--- config.mk ---
export PLATFORM = sky130hd
export DESIGN_NAME = ahb_reg_slice
export DESIGN_NICKNAME = d
export VERILOG_FILES = /design/src/rtl/ahb_reg_slice.sv
export SDC_FILE = /design/constraint.sdc
export NUM_CORES = 1
export LEC_CHECK = 0
export ABC_AREA = 1
export BUFFER_PORTS_ARGS = -buffer_cell sky130_fd_sc_hd__buf_2
export CORE_ASPECT_RATIO = 0.8
export CORE_MARGIN = 1.5
export CORE_UTILIZATION = 49
export DETAILED_ROUTE_END_ITERATION = 10
export PLACE_DENSITY = 0.85
export SLEW_MARGIN = 20
export SYNTH_ARGS = -nofsm -noshare
export SYNTH_HDL_FRONTEND = slang
export SYNTH_SLANG_ARGS = --single-unit
export TNS_END_PERCENT = 1
--- constraint.sdc ---
create_clock -name hclk_i -period 2.6 [get_ports hclk_i]
set_clock_uncertainty 0.15 [all_clocks]
set_input_delay 0.39 -clock hclk_i [delete_from_list [all_inputs] [get_ports hclk_i]]
set_output_delay 0.39 -clock hclk_i [all_outputs]
set_load 0.005 [all_outputs]
--- src/rtl/ahb_reg_slice.sv ---
// ahb_reg_slice: full AHB timing-break slice between one upstream manager
// segment and one downstream subordinate. The address, write-data and response
// paths are all registered, with a single transfer outstanding at a time.
// Bursts are flattened into SINGLE/NONSEQ beats. A two-cycle ERROR from the
// subordinate is replayed upstream as a two-cycle ERROR.
// Optional build macro AHB_REG_SLICE_TIMEOUT_EN adds a watchdog. The watchdog
// errors out a hung downstream transfer and then drains the late response.
//
// Upstream accept handshake: the slice offers ready on hreadyout_o. A transfer
// is taken at a rising edge only when hsel_i, htrans_i[1] (NONSEQ/SEQ),
// hready_i and hreadyout_o are all high in that cycle. Nothing else is ever
// accepted, and the address-phase fields are sampled only at that edge.
module ahb_reg_slice #(
    parameter int ADDR_WIDTH      = 32,
    parameter int DATA_WIDTH      = 32,
    parameter int HBURST_WIDTH    = 3,
    parameter int HPROT_WIDTH     = 4,
    parameter int HMASTER_WIDTH   = 1,
    parameter int USER_REQ_WIDTH  = 1,
    parameter int USER_DATA_WIDTH = 1,
    parameter int USER_RESP_WIDTH = 1,
    parameter int TIMEOUT_CYCLES  = 256
) (
    input  logic                       hclk_i,
    input  logic                       hrst_ni,
    // upstream address phase
    input  logic                       hsel_i,
    input  logic [1:0]                 htrans_i,
    input  logic [ADDR_WIDTH-1:0]      haddr_i,
    input  logic [HBURST_WIDTH-1:0]    hburst_i,
    input  logic                       hmastlock_i,
    input  logic [HPROT_WIDTH-1:0]     hprot_i,
    input  logic [2:0]                 hsize_i,
    input  logic                       hnonsec_i,
    input  logic                       hexcl_i,
    input  logic [HMASTER_WIDTH-1:0]   hmaster_i,
    input  logic                       hwrite_i,
    input  logic [DATA_WIDTH/8-1:0]    hwstrb_i,
    input  logic [USER_REQ_WIDTH-1:0]  hauser_i,
    input  logic                       hready_i,
    // upstream write data
    input  logic [DATA_WIDTH-1:0]      hwdata_i,
    input  logic [USER_DATA_WIDTH-1:0] hwuser_i,
    // upstream response
    output logic [DATA_WIDTH-1:0]      hrdata_o,
    output logic [USER_DATA_WIDTH-1:0] hruser_o,
    output logic [USER_RESP_WIDTH-1:0] hbuser_o,
    output logic                       hreadyout_o,
    output logic                       hresp_o,
    output logic                       hexokay_o,
    // downstream address phase
    output logic                       hsel_o,
    output logic [1:0]                 htrans_o,
    output logic [ADDR_WIDTH-1:0]      haddr_o,
    output logic [HBURST_WIDTH-1:0]    hburst_o,
    output logic                       hmastlock_o,
    output logic [HPROT_WIDTH-1:0]     hprot_o,
    output logic [2:0]                 hsize_o,
    output logic                       hnonsec_o,
    output logic                       hexcl_o,
    output logic [HMASTER_WIDTH-1:0]   hmaster_o,
    output logic                       hwrite_o,
    output logic [DATA_WIDTH/8-1:0]    hwstrb_o,
    output logic [USER_REQ_WIDTH-1:0]  hauser_o,
    // downstream write data
    output logic [DATA_WIDTH-1:0]      hwdata_o,
    output logic [USER_DATA_WIDTH-1:0] hwuser_o,
    // downstream response
    input  logic [DATA_WIDTH-1:0]      hrdata_i,
    input  logic [USER_DATA_WIDTH-1:0] hruser_i,
    input  logic [USER_RESP_WIDTH-1:0] hbuser_i,
    input  logic                       hreadyout_i,
    input  logic                       hresp_i,
    input  logic                       hexokay_i,
    // FSM state, for observation only
    output logic [2:0]                 dbg_state_o
);

    localparam int STRB_WIDTH = DATA_WIDTH / 8;
    localparam logic [1:0] HTRANS_IDLE   = 2'b00;
    localparam logic [1:0] HTRANS_NONSEQ = 2'b10;

    typedef enum logic [2:0] {
        S_IDLE  = 3'd0,
        S_ADDR  = 3'd1,
        S_DATA  = 3'd2,
        S_RESP  = 3'd3,
        S_ERR1  = 3'd4,
        S_ERR2  = 3'd5,
        S_DRAIN = 3'd6
    } state_e;

    state_e                     r_state;
    logic                       r_hreadyout;
    logic                       r_hresp;
    logic                       r_hexokay;
    logic [DATA_WIDTH-1:0]      r_hrdata;
    logic [USER_DATA_WIDTH-1:0] r_hruser;
    logic [USER_RESP_WIDTH-1:0] r_hbuser;
    logic                       r_hsel;
    logic [1:0]                 r_htrans;
    logic [ADDR_WIDTH-1:0]      r_haddr;
    logic                       r_hmastlock;
    logic [HPROT_WIDTH-1:0]     r_hprot;
    logic [2:0]                 r_hsize;
    logic                       r_hnonsec;
    logic                       r_hexcl;
    logic [HMASTER_WIDTH-1:0]   r_hmaster;
    logic                       r_hwrite;
    logic [STRB_WIDTH-1:0]      r_hwstrb;
    logic [USER_REQ_WIDTH-1:0]  r_hauser;
    logic [DATA_WIDTH-1:0]      r_hwdata;
    logic [USER_DATA_WIDTH-1:0] r_hwuser;

    logic w_accept;
    logic w_unused;

`ifdef AHB_REG_SLICE_TIMEOUT_EN
    localparam int TCNT_W = $clog2(TIMEOUT_CYCLES);

    logic [TCNT_W-1:0] r_tcnt;
    logic              r_pend;   // transfer accepted while draining, not yet issued
    logic              r_timed;  // current error sequence came from the watchdog
    logic              w_timeout;

    // The last stalled cycle before the limit is reached fires the watchdog.
    assign w_timeout = !hreadyout_i && (r_tcnt == TCNT_W'(TIMEOUT_CYCLES - 1));
`endif

    assign w_accept = hsel_i & htrans_i[1] & hready_i & r_hreadyout;

    // Burst type and the SEQ/NONSEQ distinction are dropped: every beat goes
    // downstream as an independent SINGLE NONSEQ transfer.
    assign w_unused = ^{hburst_i, htrans_i[0]};

    // Capture the upstream address-phase fields at every accepted transfer.
    always_ff @(posedge hclk_i or negedge hrst_ni) begin
        if (!hrst_ni) begin
            r_haddr     <= '0;
            r_hmastlock <= 1'b0;
            r_hprot     <= '0;
            r_hsize     <= '0;
            r_hnonsec   <= 1'b0;
            r_hexcl     <= 1'b0;
            r_hmaster   <= '0;
            r_hwrite    <= 1'b0;
            r_hwstrb    <= '0;
            r_hauser    <= '0;
        end else if (w_accept) begin
            r_haddr     <= haddr_i;
            r_hmastlock <= hmastlock_i;
            r_hprot     <= hprot_i;
            r_hsize     <= hsize_i;
            r_hnonsec   <= hnonsec_i;
            r_hexcl     <= hexcl_i;
            r_hmaster   <= hmaster_i;
            r_hwrite    <= hwrite_i;
            r_hwstrb    <= hwstrb_i;
            r_hauser    <= hauser_i;
        end
    end

    // Transfer FSM with registered upstream response and downstream control.
    always_ff @(posedge hclk_i or negedge hrst_ni) begin
        if (!hrst_ni) begin
            r_state     <= S_IDLE;
            r_hreadyout <= 1'b1;
            r_hresp     <= 1'b0;
            r_hexokay   <= 1'b0;
            r_hrdata    <= '0;
            r_hruser    <= '0;
            r_hbuser    <= '0;
            r_hsel      <= 1'b0;
            r_htrans    <= HTRANS_IDLE;
            r_hwdata    <= '0;
            r_hwuser    <= '0;
`ifdef AHB_REG_SLICE_TIMEOUT_EN
            r_tcnt      <= '0;
            r_pend      <= 1'b0;
            r_timed     <= 1'b0;
`endif
        end else begin
            // The downstream address phase is active only while in ADDR.
            r_hsel   <= 1'b0;
            r_htrans <= HTRANS_IDLE;
`ifdef AHB_REG_SLICE_TIMEOUT_EN
            r_tcnt   <= '0;
`endif
            case (r_state)
                S_IDLE: begin
                    if (w_accept) begin
                        r_state     <= S_ADDR;
                        r_hsel      <= 1'b1;
                        r_htrans    <= HTRANS_NONSEQ;
                        r_hreadyout <= 1'b0;
                        r_hresp     <= 1'b0;
                    end
                end
                S_ADDR: begin
                    // Upstream holds write data while hreadyout_o is low.
                    r_hwdata <= hwdata_i;
                    r_hwuser <= hwuser_i;
                    if (hreadyout_i) begin
                        r_state <= S_DATA;
                    end else begin
`ifdef AHB_REG_SLICE_TIMEOUT_EN
                        if (w_timeout) begin
                            r_state   <= S_ERR1;
                            r_hresp   <= 1'b1;
                            r_hexokay <= 1'b0;
                            r_timed   <= 1'b1;
                        end else begin
                            r_hsel   <= 1'b1;
                            r_htrans <= HTRANS_NONSEQ;
                            r_tcnt   <= r_tcnt + 1'b1;
                        end
`else
                        r_hsel   <= 1'b1;
                        r_htrans <= HTRANS_NONSEQ;
`endif
                    end
                end
                S_DATA: begin
                    if (hreadyout_i) begin
                        if (hresp_i) begin
                            r_state   <= S_ERR1;
                            r_hresp   <= 1'b1;
                            r_hexokay <= 1'b0;
                        end else begin
                            r_state     <= S_RESP;
                            r_hreadyout <= 1'b1;
                            r_hresp     <= 1'b0;
                            r_hrdata    <= hrdata_i;
                            r_hexokay   <= hexokay_i;
                            r_hruser    <= hruser_i;
                            r_hbuser    <= hbuser_i;
                        end
                    end
`ifdef AHB_REG_SLICE_TIMEOUT_EN
                    else if (w_timeout) begin
                        r_state   <= S_ERR1;
                        r_hresp   <= 1'b1;
                        r_hexokay <= 1'b0;
                        r_timed   <= 1'b1;
                    end else begin
                        r_tcnt <= r_tcnt + 1'b1;
                    end
`endif
                end
                S_RESP: begin
                    r_hresp <= 1'b0;
                    if (w_accept) begin
                        r_state     <= S_ADDR;
                        r_hsel      <= 1'b1;
                        r_htrans    <= HTRANS_NONSEQ;
                        r_hreadyout <= 1'b0;
                    end else begin
                        r_state     <= S_IDLE;
                        r_hreadyout <= 1'b1;
                    end
                end
                S_ERR1: begin
                    r_state     <= S_ERR2;
                    r_hreadyout <= 1'b1;
                    r_hresp     <= 1'b1;
                end
                S_ERR2: begin
                    r_hresp <= 1'b0;
`ifdef AHB_REG_SLICE_TIMEOUT_EN
                    if (r_timed) begin
                        // The hung transfer may still answer; absorb it first.
                        r_state <= S_DRAIN;
                        r_timed <= 1'b0;
                        if (w_accept) begin
                            r_pend      <= 1'b1;
                            r_hreadyout <= 1'b0;
                        end else begin
                            r_hreadyout <= 1'b1;
                        end
                    end else
`endif
                    if (w_accept) begin
                        r_state     <= S_ADDR;
                        r_hsel      <= 1'b1;
                        r_htrans    <= HTRANS_NONSEQ;
                        r_hreadyout <= 1'b0;
                    end else begin
                        r_state     <= S_IDLE;
                        r_hreadyout <= 1'b1;
                    end
                end
`ifdef AHB_REG_SLICE_TIMEOUT_EN
                S_DRAIN: begin
                    r_hresp <= 1'b0;
                    if (hreadyout_i) begin
                        r_pend <= 1'b0;
                        if (r_pend || w_accept) begin
                            r_state     <= S_ADDR;
                            r_hsel      <= 1'b1;
                            r_htrans    <= HTRANS_NONSEQ;
                            r_hreadyout <= 1'b0;
                        end else begin
                            r_state     <= S_IDLE;
                            r_hreadyout <= 1'b1;
                        end
                    end else if (w_accept) begin
                        r_pend      <= 1'b1;
                        r_hreadyout <= 1'b0;
                    end
                end
`endif
                default: begin
                    r_state     <= S_IDLE;
                    r_hreadyout <= 1'b1;
                    r_hresp     <= 1'b0;
                end
            endcase
        end
    end

    assign hrdata_o    = r_hrdata;
    assign hruser_o    = r_hruser;
    assign hbuser_o    = r_hbuser;
    assign hreadyout_o = r_hreadyout;
    assign hresp_o     = r_hresp;
    assign hexokay_o   = r_hexokay;

    assign hsel_o      = r_hsel;
    assign htrans_o    = r_htrans;
    assign haddr_o     = r_haddr;
    assign hburst_o    = '0;
    assign hmastlock_o = r_hmastlock;
    assign hprot_o     = r_hprot;
    assign hsize_o     = r_hsize;
    assign hnonsec_o   = r_hnonsec;
    assign hexcl_o     = r_hexcl;
    assign hmaster_o   = r_hmaster;
    assign hwrite_o    = r_hwrite;
    assign hwstrb_o    = r_hwstrb;
    assign hauser_o    = r_hauser;

    assign hwdata_o    = r_hwdata;
    assign hwuser_o    = r_hwuser;

    assign dbg_state_o = r_state;

endmodule

==> results.toml, run 1 <==
[pwr]
p_int_w = 0.005360
p_leak_nw = 4.067
switching_power_w = 0.002690
p_clk_share_pct = 27.5
p_seq_share_pct = 40.8
peakVddDrop_mv = 0.6104
p_comb_share_pct = 31.7
netSwitchingFraction_pct = 33.41
cellPowerDensity_nw_per_um2 = 1168

[logic_synthesis]
synth_edf_count = 0
synth-seq-cells = 123
ys.warnings.count = 0
async_reset_ff_share_pct = 100.0
synth_area_leaders = "dfrtp_1 60%, nand2_1 25%, nand3_2 4.7%"
synth_cell_types = 20
yosysTopAreaCell = "dfrtp_1"
yosysTopAreaCellShare_pct = 60.08
synth_most_common_cell = "nand2_1"
syn_inst = 563
synth-main-ff-cell = "dfrtp_1"
netlist_area_um2 = 5081
ys_seq_area_share_pct = 60.60
yosys-top-cells-count = "336 x nand2_1, 122 x dfrtp_1, 24 x nand3_2, 16 x nand3_1, 12 x buf_2"
avgSynthCellArea_um2 = 9.025

[final_layout]
diodes = 0
drive_gt1_share_pct = 38.44
synthToLayoutAreaGrowth_pct = 35.68
nNetsFinal = 937
final_area_um2 = 6894

[drt]
drc = 0
routedWlPerCell_um = 12.57
routed_wl_um = 12090
drt_first_pass_iters = 6
drtIter0Drc = 257
vias_per_cell = 4.609
ant_nets = 0
via_count = 4434

[cts]
clock_latency_ps = 400
clockBufferDepth = 2
cts.reportedPaths.clkPinSlew_ps = 50
cts_sinks = 123
postCtsSetupRepairBufs = 0
htreeDepth = 4
cts-root-buf = "clkbuf_16"
cts_tree = "done"
cts_made_buffers = 17

[timing]
rsz0062_at_grt = "no"
maxSlewViolCount = 0
fmax_mhz = 589.9
hold_viol = 0
tightest_slew_ps = 617.7
setup_viol = 0
slew_headroom_pct = 58.68
period_minus_slack_ps = 1695
fin_crit_sh_pct = 65.20
fin_setup_tns_ps = 0

[global_route]
grt_pass1_vias = 4144
grtUsageTotal_pct = 22.46
grt_max_degree = 50
gr-total-overflow = 0
grt_pass1_wl_um = 18970
antenna_found_initial = 0

[placement]
hpwlAfterDp_um = 8575
post_dp_cell_area_um2 = 6322
place.gp.congestion = 0.7884
portBuffers = 247

[floorplanning]
die_y_um = 94.08
die_area_um2 = 10990
io_pins = 256
die_x_um = 116.9
initial_core_util_pct = 50.02
core_um2 = 10160
placement_rows = 33

[critical_path]
cp-startpoint = "dbg_state_o[2]"
arrival_ps = 1850
crit_type = "reg -> reg"
slowest_delay_ps = 440
crit_required_ps = 2760
crit_path_end_kind = "flop"
path_max_fanout = 37
crit_path_start_kind = "flop"
worstReg2RegStart = "dbg_state_o[2]"
slowest_stage = "buf_4"
cp_cell_sequence = "inv_2, nand3_2, nor2_4, buf_4, nor2_1, o21ai_0"

[min_path]
min_from = "hwdata_i[0]"
hold_path.class = "in -> reg"

[run_status]
outcome = "completed"

[job]
max-cap-violations = 0
[through the flow]
stage	instances	worst slack [ps]	power (W)	hold WS [ps]	utilization (%)
after floorplan	566	1232	0.004611	-55.59	-
after global placement	929	967.9	0.005779	207.9	62.24
after detailed placement	929	919.8	0.005894	207.3	62.24
after CTS	962	899.7	0.008133	16.49	67.87
after global routing	962	785.5	0.008729	17.46	67.87
final	962	904.9	0.008049	30.96	67.87
[cell families (layout without fill, tap and decap cells)]
family	after synthesis	count (layout)	share of synthesized area (%)
buffers and inverters	44	300	6.329
AOI/OAI and AO/OA	5	5	0.5418
other	1	4	0.07380
DFF	123	123	60.60
and+or+nand+nor	390	390	32.46
[power by group through the flow]
stage	clock network [W]	logic, W	registers [W]
4_1_cts	0.00225	0.00260	0.00328
3_3_place_gp	0	0.00251	0.00327
6_report	0.00221	0.00255	0.00329
3_5_place_dp	0	0.00261	0.00329
5_1_grt	0.00234	0.00298	0.00341
2_1_floorplan	0	0.00122	0.00339
[cells in the final DEF, fill, tap and decap left out]
cell | netlist | final
inv_1 | 8 | 8
clkinv_4 | 0 | 2
buf_4 | 6 | 7
inv_2 | 4 | 4
nor2_4 | 1 | 2
nor2_1 | 10 | 9
clkinvlp_4 | 0 | 3
nand2_1 | 336 | 336
nand4_1 | 2 | 2
dfstp_2 | 1 | 1
dlygate4sd3_1 | 0 | 1
clkbuf_16 | 0 | 17
nand3_1 | 16 | 16
bufinv_16 | 0 | 2
o21ai_0 | 4 | 4
buf_12 | 4 | 2
buf_2 | 12 | 246
clkinv_2 | 0 | 5
nand2_2 | 1 | 1
o21bai_1 | 1 | 1
nand3_2 | 24 | 24
dfrtp_1 | 122 | 122
conb_1 | 1 | 4
clkbuf_1 | 4 | 3
[routing by layer]
metal	global-route usage (%)	vias to the layer above	wire (um)	share of wire (%)
li1	-	2208	-	-
met1	27.53	2024	4992	41
met2	36.74	178	5939	49
met3	7.161	24	944	7.8
met4	9.237	0	213	1.8
met5	0	-	0	0
[registers in the layout (all words and copies together) (netlist names), 3 cells and up]
register,flops
haddr_o,32
hprot_o,4
hrdata_o,32
hsize_o,3
hwdata_o,32
dbg_state_o,3
hwstrb_o,4
[path summary, 6_finish.rpt]
kind                                  endpoint  slack [ps]  cells after the start
worst min-delay path               hwdata_o[0]          30                      3
min in group asynchronous          haddr_o[14]         320                      2
worst max-delay path            dbg_state_o[1]         900                      6
worst min register to register      haddr_o[9]         310                      2
max in group asynchronous          hwdata_o[4]        1370                      3
worst max register to register  dbg_state_o[1]         900                      6
[worst max-delay path: cells and delay by family, from the launching register on]
kind | cells | cell delay [ps]
and+or+nand+nor | 3 | 290
AOI/OAI and AO/OA | 1 | 180
DFF | 1 | 410
buffers and inverters | 2 | 570
[what timing repair did]
item,in CTS,in global routing
hold endpoints to repair,28,0
hold buffers,1,0
gates resized for setup,0,0
[area by class of cell]
cell class	instances	area, um^2
Clock inverter	12	125.1
Clock buffer	20	436.7
Sequential cell	123	3079
Timing Repair Buffer	256	1334
Multi-Input combinational cell	399	1699
Tap cell	140	175.2
Inverter	12	45.04
Fill cell	832	3263
No activity file was read; power rests on OpenSTA's default activity.
==> run 2, diff against run 1 <==
--- a/config.mk
+++ b/config.mk
@@ -9,9 +9,9 @@
 export BUFFER_PORTS_ARGS = -buffer_cell sky130_fd_sc_hd__buf_2
 export CORE_ASPECT_RATIO = 0.8
 export CORE_MARGIN = 1.5
-export CORE_UTILIZATION = 49
+export CORE_UTILIZATION = 46
 export DETAILED_ROUTE_END_ITERATION = 10
-export PLACE_DENSITY = 0.85
+export PLACE_DENSITY = 0.81
 export SLEW_MARGIN = 20
 export SYNTH_ARGS = -nofsm -noshare
 export SYNTH_HDL_FRONTEND = slang
==> constraint.sdc (replaced) <==
create_clock -name hclk_i -period 1.7 [get_ports hclk_i]
set_clock_uncertainty 0.15 [all_clocks]
set_input_delay 0.255 -clock hclk_i [delete_from_list [all_inputs] [get_ports hclk_i]]
set_output_delay 0.255 -clock hclk_i [all_outputs]
set_load 0.005 [all_outputs]
==> run 2 against run 1 <==
Effect of this change: die area grew 6.3%; maximum frequency increased by 6.7%; first-iteration DRC count is 27% higher; hold slack gained 44 ps; cell area is 20% higher; register-to-register slack worse by 790 ps; critical path type unchanged; largest cell class unchanged.
==> results.toml, run 2 (synthesized netlist as in run 1, its figures left out) <==
[placement]
hpwlAfterDp_um = 8880
preCtsSetupSlack_ps = 130.7
portBuffers = 247
place.gp.congestion = 0.7933

[final_layout]
seqCellArea_um2 = 3079
drive_gt1_share_pct = 34.39
fillers = 649
synthToLayoutAreaGrowth_pct = 63.01
layout_common_cells = "335 x nand2_1, 246 x buf_2, 122 x dfrtp_1"
nNetsFinal = 1060
multi_input_area_um2 = 1702
diodes = 0
layout_commonest_cell = "nand2_1"

[timing]
fin_ws_ps = 111.5
hold_viol = 0
setup_viol = 0
fin_crit_sh_pct = 93.44
period_minus_slack_ps = 1589
fmax_mhz = 629.5
rsz0062_at_grt = "no"
fin_setup_tns_ps = 0
maxSlewViolCount = 0

[floorplanning]
core_um2 = 10810
die_y_um = 97.01
io_pins = 256
initial_core_util_pct = 47.02
die_x_um = 120.5
placement_rows = 34
die_area_um2 = 11690

[critical_path]
crit_type = "reg -> reg"
cp_cell_sequence = "inv_2, nand3_2, nor2_4, buf_12, nand3_1, nand2_1"
arrival_ps = 1760
slowest_stage = "dfrtp_1"
crit_path_end_kind = "flop"
crit_family = "simple AND/OR/NAND/NOR gates"
crit_required_ps = 1880
crit_path_start_kind = "flop"
slowest_delay_ps = 420
crit_buf_inv = 2
path_max_fanout = 35

[drt]
routed_wl_um = 16470
ant_nets = 0
via_count = 5304
drtIter0Drc = 327
drt_first_pass_iters = 5
drc = 0
vias_per_cell = 4.871
routedWlPerCell_um = 15.13

[cts]
cts_made_buffers = 17
clockBufferDepth = 2
cts-root-buf = "clkbuf_16"
htreeDepth = 4
cts.reportedPaths.clkPinSlew_ps = 60
cts_tree = "done"
cts_sinks = 123
clock_latency_ps = 390

[pwr]
cellPowerDensity_nw_per_um2 = 1645
switching_power_w = 0.004543
p_seq_share_pct = 37.5
netSwitchingFraction_pct = 33.34
p_comb_share_pct = 32.5
p_clk_share_pct = 30.1
p_leak_nw = 4.651
peakVddDrop_mv = 1.144
p_int_w = 0.009085

[run_status]
outcome = "completed"

[job]
max-cap-violations = 0

[global_route]
grt_max_degree = 49
antenna_found_initial = 0
grtUsageTotal_pct = 28.68
grt_pass1_vias = 5395
gr-total-overflow = 0
grt_pass1_wl_um = 26390

[min_path]
hold_path.class = "in -> reg"
[run 2: cell count changes in the layout (fill, tap and decap cells not counted), sizes merged]
cell | before | now
buf | 255 | 261
bufinv | 2 | 6
clkbuf | 20 | 18
clkinv | 7 | 5
clkinvlp | 3 | 2
dlygate4sd3 | 1 | 118
inv | 12 | 13
[run 2: worst min-delay path, delay by kind of cell]
kind          cells  cell delay (ps)
buf+inv           1              180
simple gates      2              130
[run 2: stage by stage]
step	power (W)	std cells	utilization, %	hold WS [ps]	area (um^2)
finish	0.01363	1089	76.66	75.41	8283
global route	0.01448	1089	76.66	71.34	8283
CTS	0.01349	1089	76.62	53.97	8279
detailed placement	0.009141	939	59.46	24.47	6425
global placement	0.008978	939	59.46	29.54	6425
floorplan	0.007052	566	-	-190.6	5092
[run 2: path summary, 6_finish.rpt]
check | start | to | slack [ps] | depth (start not counted)
max reg2reg | dbg_state_o[2] | hrdata_o[17] | 110 | 6
min reg2reg | haddr_o[22] | haddr_o[22] | 310 | 2
max in group asynchronous | hrst_ni | hreadyout_o | 620 | 3
max | dbg_state_o[2] | hrdata_o[17] | 110 | 6
min in group asynchronous | hrst_ni | hrdata_o[15] | 150 | 2
min | hreadyout_i | hexokay_o | 80 | 3
[run 2: per-layer routing]
metal  GRT usage (%)  up-vias  part of all wire [%]
li1                -     2457                     -
met1           34.28     2534                    39
met2           49.52      280                    50
met3           8.137       33                   8.6
met4           9.955        0                   2.1
met5               0        -                     0
[run 2: layout make-up]
| class | count | share of cell area [%] |
|---|---|---|
| Tap cell | 144 | 2.175 |
| Sequential cell | 123 | 37.18 |
| Clock inverter | 14 | 2.946 |
| Inverter | 12 | 0.5438 |
| Multi-Input combinational cell | 399 | 20.54 |
| Timing Repair Buffer | 379 | 31.44 |
| Clock buffer | 18 | 5.181 |
[run 2: what timing repair did]
item	CTS	global route
setup buffers	0	0
hold endpoints to repair	239	0
endpoints found under the setup margin	0	9
resized for setup	0	1
hold buffers	118	0
[run 2: power by group through the flow]
stage | clock network (W) | logic [W] | registers [W]
3_5_place_dp | 0 | 0.00410 | 0.00504
4_1_cts | 0.00415 | 0.00430 | 0.00504
6_report | 0.00410 | 0.00442 | 0.00511
5_1_grt | 0.00430 | 0.00494 | 0.00525
3_3_place_gp | 0 | 0.00395 | 0.00503
2_1_floorplan | 0 | 0.00187 | 0.00519
